## src/rtl/serial_add_pkg.sv

```systemverilog
// Shared state encoding and default width for the bit-serial adder controller.
package serial_add_pkg;

  localparam int SERIAL_ADD_DEFAULT_WIDTH = 8;

  typedef enum logic [1:0] {
    IDLE = 2'd0,
    RUN  = 2'd1,
    DONE = 2'd2
  } serial_add_state_e;

endpackage

```

## src/rtl/serial_fa_bit.sv

```systemverilog
// One-bit full-adder slice: XOR sum plus majority carry-generate cell.
module serial_fa_bit (
  input  logic i_a,
  input  logic i_b,
  input  logic i_c,
  output logic o_s,
  output logic o_c
);

  assign o_s = i_a ^ i_b ^ i_c;
  assign o_c = (i_a & i_b) | (i_a & i_c) | (i_b & i_c);

endmodule

```

## src/rtl/serial_add_ctrl.sv

```systemverilog
// Bit-serial add/subtract sequencer, one bit per cycle LSB first, valid/ready result.
// Optional SERIAL_ADD_EARLY_DONE_EN: adds stop once no set operand bits or carry remain.
module serial_add_ctrl
  import serial_add_pkg::*;
#(
  parameter  int WIDTH = SERIAL_ADD_DEFAULT_WIDTH,
  localparam int CNT_W = $clog2(WIDTH)
) (
  input  logic             clk,
  input  logic             rst,
  input  logic             in_valid,
  output logic             in_ready,
  input  logic [WIDTH-1:0] in_a,
  input  logic [WIDTH-1:0] in_b,
  input  logic             in_sub,
  output logic             out_valid,
  input  logic             out_ready,
  output logic [WIDTH-1:0] out_sum,
  output logic             out_cout,
  output logic             out_ovf,
  output logic             busy
);

  serial_add_state_e r_state;
  serial_add_state_e w_next_state;

  logic [WIDTH-1:0] r_a_sh;
  logic [WIDTH-1:0] r_b_sh;
  logic [WIDTH-1:0] r_sum_sh;
  logic [WIDTH-1:0] r_out_sum;
  logic             r_carry;
  logic             r_out_cout;
  logic             r_out_ovf;
  logic [CNT_W-1:0] r_cnt;

  logic             w_s;
  logic             w_c_next;
  logic             w_last;
  logic             w_finish;
  logic [WIDTH-1:0] w_sum_step;
  logic [WIDTH-1:0] w_sum_final;

  serial_fa_bit u_fa (
    .i_a (r_a_sh[0]),
    .i_b (r_b_sh[0]),
    .i_c (r_carry),
    .o_s (w_s),
    .o_c (w_c_next)
  );

  assign w_sum_step = {w_s, r_sum_sh[WIDTH-1:1]};
  assign w_last     = (r_cnt == CNT_W'(WIDTH - 1));

`ifdef SERIAL_ADD_EARLY_DONE_EN
  logic             r_sub;
  logic             w_early;
  logic [CNT_W-1:0] w_shift;

  // After this step nothing nonzero is left to add, so the upper sum bits are all zero.
  assign w_early     = !r_sub && ((r_a_sh >> 1) == '0) && ((r_b_sh >> 1) == '0) && !w_c_next;
  assign w_shift     = CNT_W'(WIDTH - 1) - r_cnt;
  assign w_finish    = w_last || w_early;
  assign w_sum_final = w_last ? w_sum_step : (w_sum_step >> w_shift);
`else
  assign w_finish    = w_last;
  assign w_sum_final = w_sum_step;
`endif

  always_comb begin
    w_next_state = r_state;
    case (r_state)
      IDLE:    if (in_valid)  w_next_state = RUN;
      RUN:     if (w_finish)  w_next_state = DONE;
      DONE:    if (out_ready) w_next_state = IDLE;
      default: w_next_state = IDLE;
    endcase
  end

  always_ff @(posedge clk) begin
    if (rst) begin
      r_state    <= IDLE;
      r_a_sh     <= '0;
      r_b_sh     <= '0;
      r_sum_sh   <= '0;
      r_out_sum  <= '0;
      r_carry    <= 1'b0;
      r_out_cout <= 1'b0;
      r_out_ovf  <= 1'b0;
      r_cnt      <= '0;
`ifdef SERIAL_ADD_EARLY_DONE_EN
      r_sub      <= 1'b0;
`endif
    end else begin
      r_state <= w_next_state;
      case (r_state)
        IDLE: begin
          if (in_valid) begin
            r_a_sh   <= in_a;
            r_b_sh   <= in_sub ? ~in_b : in_b;
            r_carry  <= in_sub;
            r_cnt    <= '0;
            r_sum_sh <= '0;
`ifdef SERIAL_ADD_EARLY_DONE_EN
            r_sub    <= in_sub;
`endif
          end
        end
        RUN: begin
          r_a_sh   <= r_a_sh >> 1;
          r_b_sh   <= r_b_sh >> 1;
          r_sum_sh <= w_sum_step;
          r_carry  <= w_c_next;
          r_cnt    <= r_cnt + 1'b1;
          // Result registers only change here, so they hold through the next operation.
          if (w_finish) begin
            r_out_sum  <= w_sum_final;
            r_out_cout <= w_c_next;
            r_out_ovf  <= w_last & (r_carry ^ w_c_next);
          end
        end
        default: ;
      endcase
    end
  end

  assign in_ready  = (r_state == IDLE);
  assign out_valid = (r_state == DONE);
  assign busy      = (r_state == RUN) || (r_state == DONE);
  assign out_sum   = r_out_sum;
  assign out_cout  = r_out_cout;
  assign out_ovf   = r_out_ovf;

endmodule

```

## config.mk

```make
export PLATFORM = sky130hd
export DESIGN_NAME = serial_add_ctrl
export DESIGN_NICKNAME = d
export VERILOG_FILES = /design/src/rtl/serial_add_pkg.sv /design/src/rtl/serial_fa_bit.sv /design/src/rtl/serial_add_ctrl.sv
export SDC_FILE = /design/constraint.sdc
export NUM_CORES = 1
export LEC_CHECK = 0
export ABC_AREA = 0
export BUFFER_PORTS_ARGS = -buffer_cell sky130_fd_sc_hd__buf_2
export CAP_MARGIN = 0
export CORE_MARGIN = 3
export CORE_UTILIZATION = 55
export CTS_BUF_LIST = sky130_fd_sc_hd__clkbuf_8
export DETAILED_ROUTE_END_ITERATION = 6
export GPL_TIMING_DRIVEN = 0
export PLACE_DENSITY_LB_ADDON = 0.2
export SKIP_LAST_GASP = 1
export SYNTH_ARGS = -nofsm -noshare
export SYNTH_HDL_FRONTEND = slang
export SYNTH_SLANG_ARGS = --single-unit
```

## constraint.sdc

```tcl
create_clock -name clk -period 2 [get_ports clk]
set_input_delay 0.3 -clock clk [delete_from_list [all_inputs] [get_ports clk]]
set_output_delay 0.3 -clock clk [all_outputs]
set_load 0.05 [all_outputs]
```

==> results_dict.tcl, run 1 <==
set metrics [dict create \
    result_of_the_run "finished clean" \
    dominantRegCellSynth "sky130_fd_sc_hd__dfxtp_1" \
    worstSetupStartpointType "register" \
    headroom_to_the_max_slew_limit_pct 65.90 \
    route.vias.total 1566 \
    ir_worst_vdd_v 0.0008056 \
    crit_fanout 10 \
    max-clock-path-buffers 2 \
    final_min_period_over_clock_period_pct 90.51 \
    postCtsSetupBuffers 0 \
    final_routed_drc_violation_total 0 \
    category_of_the_worst_setup_path_capture_point "register" \
    grt_use_total_pct 19.71 \
    multi_input_area_sq_um 1007 \
    finalMaxSlewViolations 0 \
    power_leakage_nw 0.9004 \
    setup.reg_to_reg.worst_slack_ns 0.19 \
    clkSinkCount 39 \
    path_class "reg2reg" \
    synth_to_final_area_change_pct 15.67 \
    drt_wl_total_mm 3.758 \
    global_route_wire_length_before_repair_mm 6.375 \
    initial_utilization_pct 59.76 \
    arrival_ns 1.99 \
    io_buffers 31 \
    final.hold.worst_slack_ns 0.2782 \
    design.final.nets 272 \
    async_reset_ff_share_pct 0 \
    worstHoldPathCells 3 \
    avgViaCountPerCell 5.419 \
    placementRows 20 \
    fp.dieArea_sq_um 4164 \
    tightestPinTransition_ns 0.5016 \
    ctsHoldBuffers 0 \
    hpwlAfterDp_mm 2.674 \
    number_of_antenna_violations_at_the_first_check_in_global_routing 0 \
    hold_path_class "in2reg" \
    hold_violations 0 \
    clockRootBuffer "sky130_fd_sc_hd__clkbuf_8" \
    sequential_cell_area_sq_um 780.7 \
    grt_setup_unrepaired "false" \
    cts_tree "done" \
    post_cts.resized_instances 0 \
    syn_area_sq_um 1884 \
    fp.coreArea_sq_um 3153 \
    drt_iter0_markers 105 \
    die_ht_um 64.53 \
    setup_viol 0 \
    power_density_nw_per_um2 1199 \
    ys_seq_elements 39 \
    tns_ns 0 \
    final_layout_size_suffix_gt1_share_pct 24.49 \
    largest_net_degree_at_the_start_of_global_routing 13 \
    drt_pass1_iterations 7 \
    route.antenna.remaining_nets 0 \
    grt-ovfl-total 0 \
    ios 34 \
    dieWidth_um 64.53 \
    postSynthNetCount 234 \
    post_synth.cell_area_avg_sq_um 9.147 \
    final_critical_path_time_including_i_o_delays_and_setup_ns 1.810 \
    vias_in_the_first_global_route 1430 \
    synth_cells 206 \
    num-fill-cells 276 \
    clock_tree.htree_level_count 2 \
    antenna-diode-count 0 \
    portion_of_the_post_synthesis_area_used_by_sequential_elements_pct 41.43 \
    clock_skew_ns 0.008450 \
    worstPathRequired_ns 2.18 \
    clk-insertion-delay-late_ns 0.30 \
    worstRegToRegCells 7 \
    max-cap-violations 0 \
    numCtsBuffers 5 \
    routed_wirelength_normalized_by_instance_count_um 13.00 \
    post_synth_num_cell_types 28 \
    gp_congestion 0.7233 \
    achievable-frequency_mhz 552.4 \
    clock_transition_time_at_the_flip_flop_clock_pins_of_the_worst_setup_and_hold_paths_ns 0.08 \
    yosys_warning_count 0 \
    count_of_flip_flops_with_a_built_in_enable_after_synthesis 0 \
]
-- worst paths after layout --
path,startpoint,endpoint
worst max register to register,r_state[1]$_SDFFE_PP0P_,out_cout$_SDFFE_PP0P_
worst max-delay path,r_state[1]$_SDFFE_PP0P_,out_cout$_SDFFE_PP0P_
worst min register to register,r_b_sh[6]$_SDFFE_PP0P_,r_b_sh[6]$_SDFFE_PP0P_
worst min-delay path,in_a[7],r_a_sh[7]$_SDFFE_PP0P_
-- final cells by class --
type / instances / area share (%)
tap: 44 / 2.526
multi-input combinational: 147 / 46.21
inverter: 6 / 1.033
clock buffer: 5 / 3.157
timing repair buffer: 31 / 7.118
clock inverter: 3 / 0.7463
sequential: 39 / 35.82
buffer: 14 / 3.387
-- sequential cells by signal, summed over array words and instances, names as in the netlist --
register,cells
out_cout,1
out_ovf,1
out_sum,8
r_a_sh,8
r_b_sh,8
r_carry,1
r_cnt,3
r_state,2
r_sum_sh,7
-- cells in the mapped netlist (2+ instances only) --
cell | n | area [sq um]
sky130_fd_sc_hd__nor2_1 | 19 | 71.32
sky130_fd_sc_hd__a211oi_1 | 9 | 67.56
sky130_fd_sc_hd__and2_1 | 2 | 12.51
sky130_fd_sc_hd__mux2i_1 | 10 | 100.1
sky130_fd_sc_hd__nand2b_1 | 7 | 43.79
sky130_fd_sc_hd__o211ai_1 | 7 | 52.55
sky130_fd_sc_hd__dfxtp_1 | 39 | 780.8
sky130_fd_sc_hd__buf_2 | 3 | 15.01
sky130_fd_sc_hd__a21oi_1 | 18 | 90.09
sky130_fd_sc_hd__clkbuf_1 | 5 | 18.77
sky130_fd_sc_hd__xnor2_1 | 3 | 26.28
sky130_fd_sc_hd__inv_1 | 5 | 18.77
sky130_fd_sc_hd__ha_1 | 6 | 75.07
sky130_fd_sc_hd__nand2_1 | 32 | 120.1
sky130_fd_sc_hd__clkbuf_2 | 2 | 10.01
sky130_fd_sc_hd__a222oi_1 | 9 | 90.09
sky130_fd_sc_hd__xor2_1 | 7 | 61.31
sky130_fd_sc_hd__mux2_2 | 10 | 112.6
sky130_fd_sc_hd__buf_4 | 4 | 30.03
-- cell families (layout without fill, tap and decap cells) --
| group | Yosys count | in the layout | synth area share (%) |
|---|---|---|---|
| simple gates | 64 | 64 | 14.54 |
| compound gates | 45 | 45 | 17.20 |
| flops | 39 | 39 | 41.43 |
| mux | 21 | 21 | 12.02 |
| buf+inv | 20 | 59 | 5.113 |
| xor+xnor | 10 | 10 | 4.648 |
| fa+ha+maj | 7 | 7 | 5.046 |
-- power breakdown --
group / internal (mW) / switching [mW] / total (mW)
Combinational: 0.436 / 0.641 / 1.08
Clock: 0.238 / 0.280 / 0.518
Sequential: 0.927 / 0.0926 / 1.02
Total: 1.60 / 1.01 / 2.61
-- critical path, stage by stage, from the launching register on --
cell	delay, ns
sky130_fd_sc_hd__dfxtp_1	0.32
sky130_fd_sc_hd__inv_1	0.10
sky130_fd_sc_hd__ha_1	0.25
sky130_fd_sc_hd__clkbuf_2	0.27
sky130_fd_sc_hd__buf_2	0.27
sky130_fd_sc_hd__nand2_1	0.24
sky130_fd_sc_hd__nand2_1	0.15
sky130_fd_sc_hd__a21oi_1	0.08
-- cell usage in the layout, fill, tap and decap left out --
master	instances
sky130_fd_sc_hd__xor2_1	7
sky130_fd_sc_hd__clkinvlp_4	1
sky130_fd_sc_hd__and2_1	2
sky130_fd_sc_hd__inv_2	1
sky130_fd_sc_hd__buf_2	34
sky130_fd_sc_hd__dfxtp_1	39
sky130_fd_sc_hd__mux2i_2	1
sky130_fd_sc_hd__and3_1	1
sky130_fd_sc_hd__a222oi_1	9
sky130_fd_sc_hd__a211oi_1	9
sky130_fd_sc_hd__nor2_1	19
sky130_fd_sc_hd__xnor2_1	3
sky130_fd_sc_hd__a221oi_2	1
sky130_fd_sc_hd__fa_1	1
sky130_fd_sc_hd__clkbuf_8	5
sky130_fd_sc_hd__nand2b_1	7
sky130_fd_sc_hd__clkbuf_2	2
sky130_fd_sc_hd__clkinv_2	1
sky130_fd_sc_hd__ha_1	6
sky130_fd_sc_hd__mux2i_1	10
sky130_fd_sc_hd__a21oi_1	18
sky130_fd_sc_hd__or3_1	1
sky130_fd_sc_hd__o211ai_1	7
sky130_fd_sc_hd__buf_4	4
sky130_fd_sc_hd__inv_1	6
sky130_fd_sc_hd__a2111oi_0	1
sky130_fd_sc_hd__nor2b_1	1
sky130_fd_sc_hd__clkbuf_1	5
sky130_fd_sc_hd__nand2_1	32
sky130_fd_sc_hd__mux2_2	10
sky130_fd_sc_hd__nand3b_1	1
-- layer usage --
| layer | vias up | GRT usage [%] | routed length, um |
|---|---|---|---|
| li1 | 800 | - | - |
| met1 | 724 | 25.41 | 1818 |
| met2 | 33 | 30.80 | 1666 |
| met3 | 9 | 5.893 | 209 |
| met4 | 0 | 7.916 | 63 |
| met5 | - | 0 | 0 |
-- metrics by stage --
stage	utilization, %	area, sq um	total power [mW]	cells	worst slack (ns)
floorplan	-	1884	1.894	206	0.1229
global placement	66.43	2095	2.092	281	0.2388
detailed placement	66.43	2095	2.113	281	0.1797
CTS	69.13	2180	2.635	289	0.1810
global route	69.13	2180	2.792	289	0.02329
finish	69.13	2180	2.614	289	0.1898
No activity file was read; power rests on OpenSTA's default activity.
==> inputs of run 2 (changes only) <==
clock period = 1.7 ns   (was 2 ns; I/O delays follow)
==> run 2 against run 1 <==
Combinational power is 23% higher. First-iteration DRC count is 7.6% higher. Clock skew is 0.00062 ns higher. Clock-buffer cell count stayed put. Die area stayed put. Via count is 0.51% higher. Critical endpoint is now r_sum_sh[7]$_SDFFE_PP0P_.
==> results_dict.tcl, run 2 (same netlist as run 1, synthesis figures left out) <==
set metrics [dict create \
    placementRows 20 \
    numCtsBuffers 5 \
    vias_in_the_first_global_route 1490 \
    drt_wl_total_mm 3.839 \
    clockRootBuffer "sky130_fd_sc_hd__clkbuf_8" \
    worstHoldPathCells 3 \
    fp.dieArea_sq_um 4164 \
    hpwlAfterDp_mm 2.700 \
    io_buffers 31 \
    cp_top_family "adder cells" \
    final.hold.worst_slack_ns 0.2540 \
    arrival_ns 1.75 \
    path_class "reg2reg" \
    ir_worst_vdd_v 0.001149 \
    worstRegToRegCells 4 \
    final-instance-count-excl-fill 288 \
    final_layout_size_suffix_gt1_share_pct 27.05 \
    drt_pass1_iterations 4 \
    layout.cells.most_common "sky130_fd_sc_hd__dfxtp_1" \
    total_power_mw 3.436 \
    final_min_period_over_clock_period_pct 93.25 \
    max-clock-path-buffers 2 \
    timing.critical_path.cells "fa_1 -> mux2_2 -> a222oi_1 -> nor2_1" \
    clock_tree.htree_level_count 2 \
    setup_viol 0 \
    dieWidth_um 64.53 \
    largest_net_degree_at_the_start_of_global_routing 13 \
    power_density_nw_per_um2 1517 \
    routed_wirelength_normalized_by_instance_count_um 13.33 \
    ctsHoldBuffers 0 \
    total_placed_instance_area_sq_um 2097 \
    crit_cells 4 \
    pwr-share-comb_pct 38.8 \
    clock_skew_ns 0.009069 \
    worstSetupStartpointType "register" \
    tns_ns 0 \
    intPower_mw 2.233 \
    start_point_of_the_worst_hold_path "in_a[7]" \
    post-place-cells 281 \
    worstPathRequired_ns 1.86 \
    crit_fanout 3 \
    postCtsSetupBuffers 0 \
    design.final.nets 271 \
    finalMaxSlewViolations 0 \
    max-cap-violations 0 \
    seq_power_share_pct 35.3 \
    antenna-diode-count 0 \
    clkSinkCount 39 \
    tightestPinTransition_ns 0.5260 \
    hold_violations 0 \
    worst_hold_path.endpoint "r_a_sh[7]$_SDFFE_PP0P_" \
    final_cell_area_sq_um 2265 \
    route.vias.total 1574 \
    headroom_to_the_max_slew_limit_pct 64.24 \
    dpl_worst_slack_ns -0.07841 \
    setup.reg_to_reg.worst_slack_ns 0.11 \
    result_of_the_run "finished clean" \
    grt-ovfl-total 0 \
    final_routed_drc_violation_total 0 \
    avgViaCountPerCell 5.465 \
    die_ht_um 64.53 \
    drt_iter0_markers 113 \
    route.antenna.remaining_nets 0 \
    initial_utilization_pct 59.76 \
    final_critical_path_time_including_i_o_delays_and_setup_ns 1.585 \
    synth_to_final_area_change_pct 20.19 \
    net-switching-power_mw 1.203 \
    post-route-util_pct 71.83 \
    clock_transition_time_at_the_flip_flop_clock_pins_of_the_worst_setup_and_hold_paths_ns 0.08 \
    category_of_the_worst_setup_path_capture_point "register" \
    r2r-start "r_carry$_SDFFE_PP0P_" \
    worst_path_largest_cell_delay_ns 0.48 \
    global_route_wire_length_before_repair_mm 6.837 \
    fp.coreArea_sq_um 3153 \
    netSwitchingFraction_pct 35.01 \
    final_cell_mix "sky130_fd_sc_hd__dfxtp_1, sky130_fd_sc_hd__buf_2, sky130_fd_sc_hd__nand2_1" \
    achievable-frequency_mhz 630.8 \
    cts_tree "done" \
    hold_path_class "in2reg" \
    clk-insertion-delay-late_ns 0.29 \
    power_frac_clock_pct 25.9 \
    number_of_antenna_violations_at_the_first_check_in_global_routing 0 \
    r2r_end "r_sum_sh[7]$_SDFFE_PP0P_" \
    gp_congestion 0.7173 \
    critical_path_buf_inv_count 0 \
    ios 34 \
    timing.critical_path.slowest_stage_cell "sky130_fd_sc_hd__fa_1" \
    power_leakage_nw 0.9287 \
    grt_use_total_pct 20.62 \
    final.setup.worst_slack_ns 0.1148 \
]
## run 2: changes by cell type in the layout (fill, tap and decap cells not counted), sizes merged
cell      change
bufinv        +2
clkinv        -1
clkinvlp      -1
clkbuf        -1
## run 2: worst reg2reg max path: stages (launching register included)
cell and delay [ns]:
sky130_fd_sc_hd__dfxtp_1 0.40, sky130_fd_sc_hd__fa_1 0.48, sky130_fd_sc_hd__mux2_2 0.29, sky130_fd_sc_hd__a222oi_1 0.23
sky130_fd_sc_hd__nor2_1 0.07
## run 2: area by class of cell
| type | instances | area, sq um |
|---|---|---|
| plain buffers | 13 | 76.32 |
| clock buffers | 5 | 68.82 |
| clock inverters | 3 | 63.81 |
| fillers | 275 | 888.4 |
| inverters | 6 | 22.52 |
| multi-input cells | 147 | 1041 |
| flip-flops and latches | 39 | 782.0 |
| well taps | 44 | 55.05 |
| repair buffers | 31 | 155.1 |
## run 2: worst max-delay path by stage
stage                            startpoint                        to  slack (ns)
detailed placement  r_state[1]$_SDFFE_PP0P_   out_sum[3]$_SDFFE_PP0P_       -0.08
finish                 r_carry$_SDFFE_PP0P_  r_sum_sh[7]$_SDFFE_PP0P_        0.11
global placement    r_state[1]$_SDFFE_PP0P_   out_sum[1]$_SDFFE_PP0P_       -0.06
CTS                 r_state[1]$_SDFFE_PP0P_     r_cnt[1]$_SDFFE_PP0P_       -0.03
global route        r_state[0]$_SDFFE_PP0P_    r_a_sh[1]$_SDFFE_PP0P_      -0.007
floorplan           r_state[1]$_SDFFE_PP0P_    r_b_sh[6]$_SDFFE_PP0P_        0.03
## run 2: power groups by stage
stage / logic, mW / registers, mW / clock network (mW)
global placement: 1.25 / 1.21 / 0
finish: 1.33 / 1.21 / 0.890
detailed placement: 1.27 / 1.22 / 0
CTS: 1.29 / 1.20 / 0.905
global route: 1.50 / 1.23 / 0.942
floorplan: 1.05 / 1.19 / 0
## run 2: timing repair
| action | CTS | global route |
|---|---|---|
| setup endpoints to repair | 12 | 37 |
| pin swaps | 1 | 3 |
| resized for setup | 2 | 9 |
## run 2: layer usage
metal | global-route usage (%) | part of all wire [%]
met3 | 6.412 | 5.2
met2 | 33.12 | 46
met5 | 0 | 0
met4 | 4.749 | 1.1
met1 | 27.14 | 48
==> inputs of run 3 (changes only) <==
CORE_MARGIN = unset   (was 3)
==> run 3 against run 2 <==
Maximum frequency shrank 3.2%. Cell count grew 0.35%. Clock-buffer cell count is the same. Register-to-register slack lost 0.05 ns. Via count grew 0.38%. Sequential cell count is the same. Combinational power is essentially flat. Die area shrank 12%. First-iteration DRC count grew 0.88%. Largest power group unchanged. Highest routed layer unchanged.
==> results_dict.tcl, run 3 (same netlist as run 1, synthesis figures left out) <==
set metrics [dict create \
    power_density_nw_per_um2 1430 \
    tightestPinTransition_ns 0.5214 \
    clock_transition_time_at_the_flip_flop_clock_pins_of_the_worst_setup_and_hold_paths_ns 0.07 \
    post-place-cells 281 \
    initial_utilization_pct 59.76 \
    grt-ovfl-total 0 \
    drt_wl_total_mm 3.813 \
    synth_to_final_area_change_pct 17.86 \
    category_of_the_worst_setup_path_capture_point "register" \
    critical_path_buf_inv_count 2 \
    max-clock-path-buffers 2 \
    timing.critical_path.cells "inv_1 -> ha_4 -> mux2_2 -> buf_4 -> a211oi_1" \
    worstPathRequired_ns 1.89 \
    final_cell_mix "sky130_fd_sc_hd__dfxtp_1, sky130_fd_sc_hd__buf_2, sky130_fd_sc_hd__nand2_1" \
    avgViaCountPerCell 5.467 \
    total_power_mw 3.176 \
    final_min_period_over_clock_period_pct 96.31 \
    clk-insertion-delay-late_ns 0.29 \
    worstSetupStartpointType "register" \
    drt_iter0_markers 114 \
    tns_ns 0 \
    fp.coreArea_sq_um 3153 \
    arrival_ns 1.83 \
    max-cap-violations 0 \
    crit_fanout 10 \
    cts_tree "done" \
    ir_worst_vdd_v 0.001160 \
    num-fill-cells 276 \
    global_route.peak_usage_layer "met2" \
    power_leakage_nw 0.9000 \
    global_route_wire_length_before_repair_mm 6.216 \
    final-instance-count-excl-fill 289 \
    final_critical_path_time_including_i_o_delays_and_setup_ns 1.637 \
    final_layout_size_suffix_gt1_share_pct 26.94 \
    pwr-share-comb_pct 42.4 \
    placementRows 20 \
    final.setup.worst_slack_ns 0.06273 \
    die_ht_um 60.53 \
    gp_congestion 0.7269 \
    final_routed_drc_violation_total 0 \
    ios 34 \
    achievable-frequency_mhz 610.8 \
    met2_usage_pct 35.16 \
    clock_skew_ns 0.005989 \
    timing.critical_path.slowest_stage_cell "sky130_fd_sc_hd__mux2_2" \
    netSwitchingFraction_pct 38.89 \
    number_of_antenna_violations_at_the_first_check_in_global_routing 0 \
    cp_top_family "multiplexers" \
    grtUsageMet3_pct 7.036 \
    layout.cells.most_common "sky130_fd_sc_hd__dfxtp_1" \
    finalMaxSlewViolations 0 \
    clkSinkCount 39 \
    dieWidth_um 60.53 \
    path_class "reg2reg" \
    drt_pass1_iterations 6 \
    hold_violations 0 \
    route.vias.total 1580 \
    routed_wirelength_normalized_by_instance_count_um 13.19 \
    net-switching-power_mw 1.235 \
    result_of_the_run "finished clean" \
    numCtsBuffers 5 \
    design.final.nets 272 \
    route.antenna.remaining_nets 0 \
    grt_use_total_pct 22.78 \
    io_buffers 31 \
    fp.dieArea_sq_um 3664 \
    largest_net_degree_at_the_start_of_global_routing 14 \
    setup_viol 0 \
    clockRootBuffer "sky130_fd_sc_hd__clkbuf_8" \
    power_frac_clock_pct 19.5 \
    groute.layer.met1.usage_pct 30.46 \
    vias_in_the_first_global_route 1406 \
    ctsHoldBuffers 0 \
    headroom_to_the_max_slew_limit_pct 64.55 \
    hold_path_class "in2reg" \
    postCtsSetupBuffers 0 \
    dpl_worst_slack_ns -0.09703 \
    seq_power_share_pct 38.1 \
    antenna-diode-count 0 \
    hpwlAfterDp_mm 2.607 \
    clock_tree.htree_level_count 2 \
    worst_path_largest_cell_delay_ns 0.40 \
    intPower_mw 1.941 \
]
==> run 3: area by class of cell <==
cell class | count | area [sq um] | area share (%)
Inverter | 6 | 22.52 | 1.014
Multi-Input combinational cell | 147 | 1035 | 46.59
Buffer | 14 | 82.58 | 3.718
Tap cell | 44 | 55.05 | 2.479
Timing Repair Buffer | 31 | 155.1 | 6.986
Sequential cell | 39 | 782.0 | 35.21
Clock buffer | 5 | 68.82 | 3.099
Clock inverter | 3 | 20.02 | 0.9014
==> run 3: power groups by stage <==
stage / sequential, mW / combinational, mW / clock (mW)
after floorplan: 1.19 / 1.05 / 0
after global placement: 1.22 / 1.25 / 0
after detailed placement: 1.22 / 1.28 / 0
after CTS: 1.20 / 1.30 / 0.625
after global routing: 1.23 / 1.47 / 0.669
final: 1.21 / 1.35 / 0.620
==> run 3: what timing repair did <==
action	in CTS	in global routing
resized for setup	3	6
pin swaps	0	0
endpoints found under the setup margin	10	36
==> run 3: path summary, 6_finish.rpt <==
path                                start                endpoint  slack (ns)  cells after the start
hold reg to reg    r_b_sh[4]$_SDFFE_PP0P_  r_b_sh[4]$_SDFFE_PP0P_        0.45                      2
setup / recovery  r_state[0]$_SDFFE_PP0P_  r_a_sh[1]$_SDFFE_PP0P_        0.06                      5
hold / removal                    in_a[7]  r_a_sh[7]$_SDFFE_PP0P_        0.25                      3
setup reg to reg  r_state[0]$_SDFFE_PP0P_  r_a_sh[1]$_SDFFE_PP0P_        0.06                      5
==> run 3: per-layer routing <==
metal	share of wire (%)	wire (um)
met3	4.7	180
met1	49	1862
met5	0	0
met2	46	1745
met4	0.63	24
==> run 3: worst register-to-register path: stages (launching register included) <==
cell and delay, ns:
sky130_fd_sc_hd__dfxtp_2 0.36, sky130_fd_sc_hd__inv_1 0.13, sky130_fd_sc_hd__ha_4 0.20, sky130_fd_sc_hd__mux2_2 0.40
sky130_fd_sc_hd__buf_4 0.19, sky130_fd_sc_hd__a211oi_1 0.26
==> run 3: metrics by stage <==
stage / hold slack (ns) / cell area (sq um) / utilization (%)
after floorplan: 0.4190 / 1887 / -
after global placement: 0.4349 / 2097 / 66.51
after detailed placement: 0.4391 / 2097 / 66.51
after CTS: 0.2425 / 2193 / 69.56
after global routing: 0.2650 / 2221 / 70.44
final: 0.2506 / 2221 / 70.44
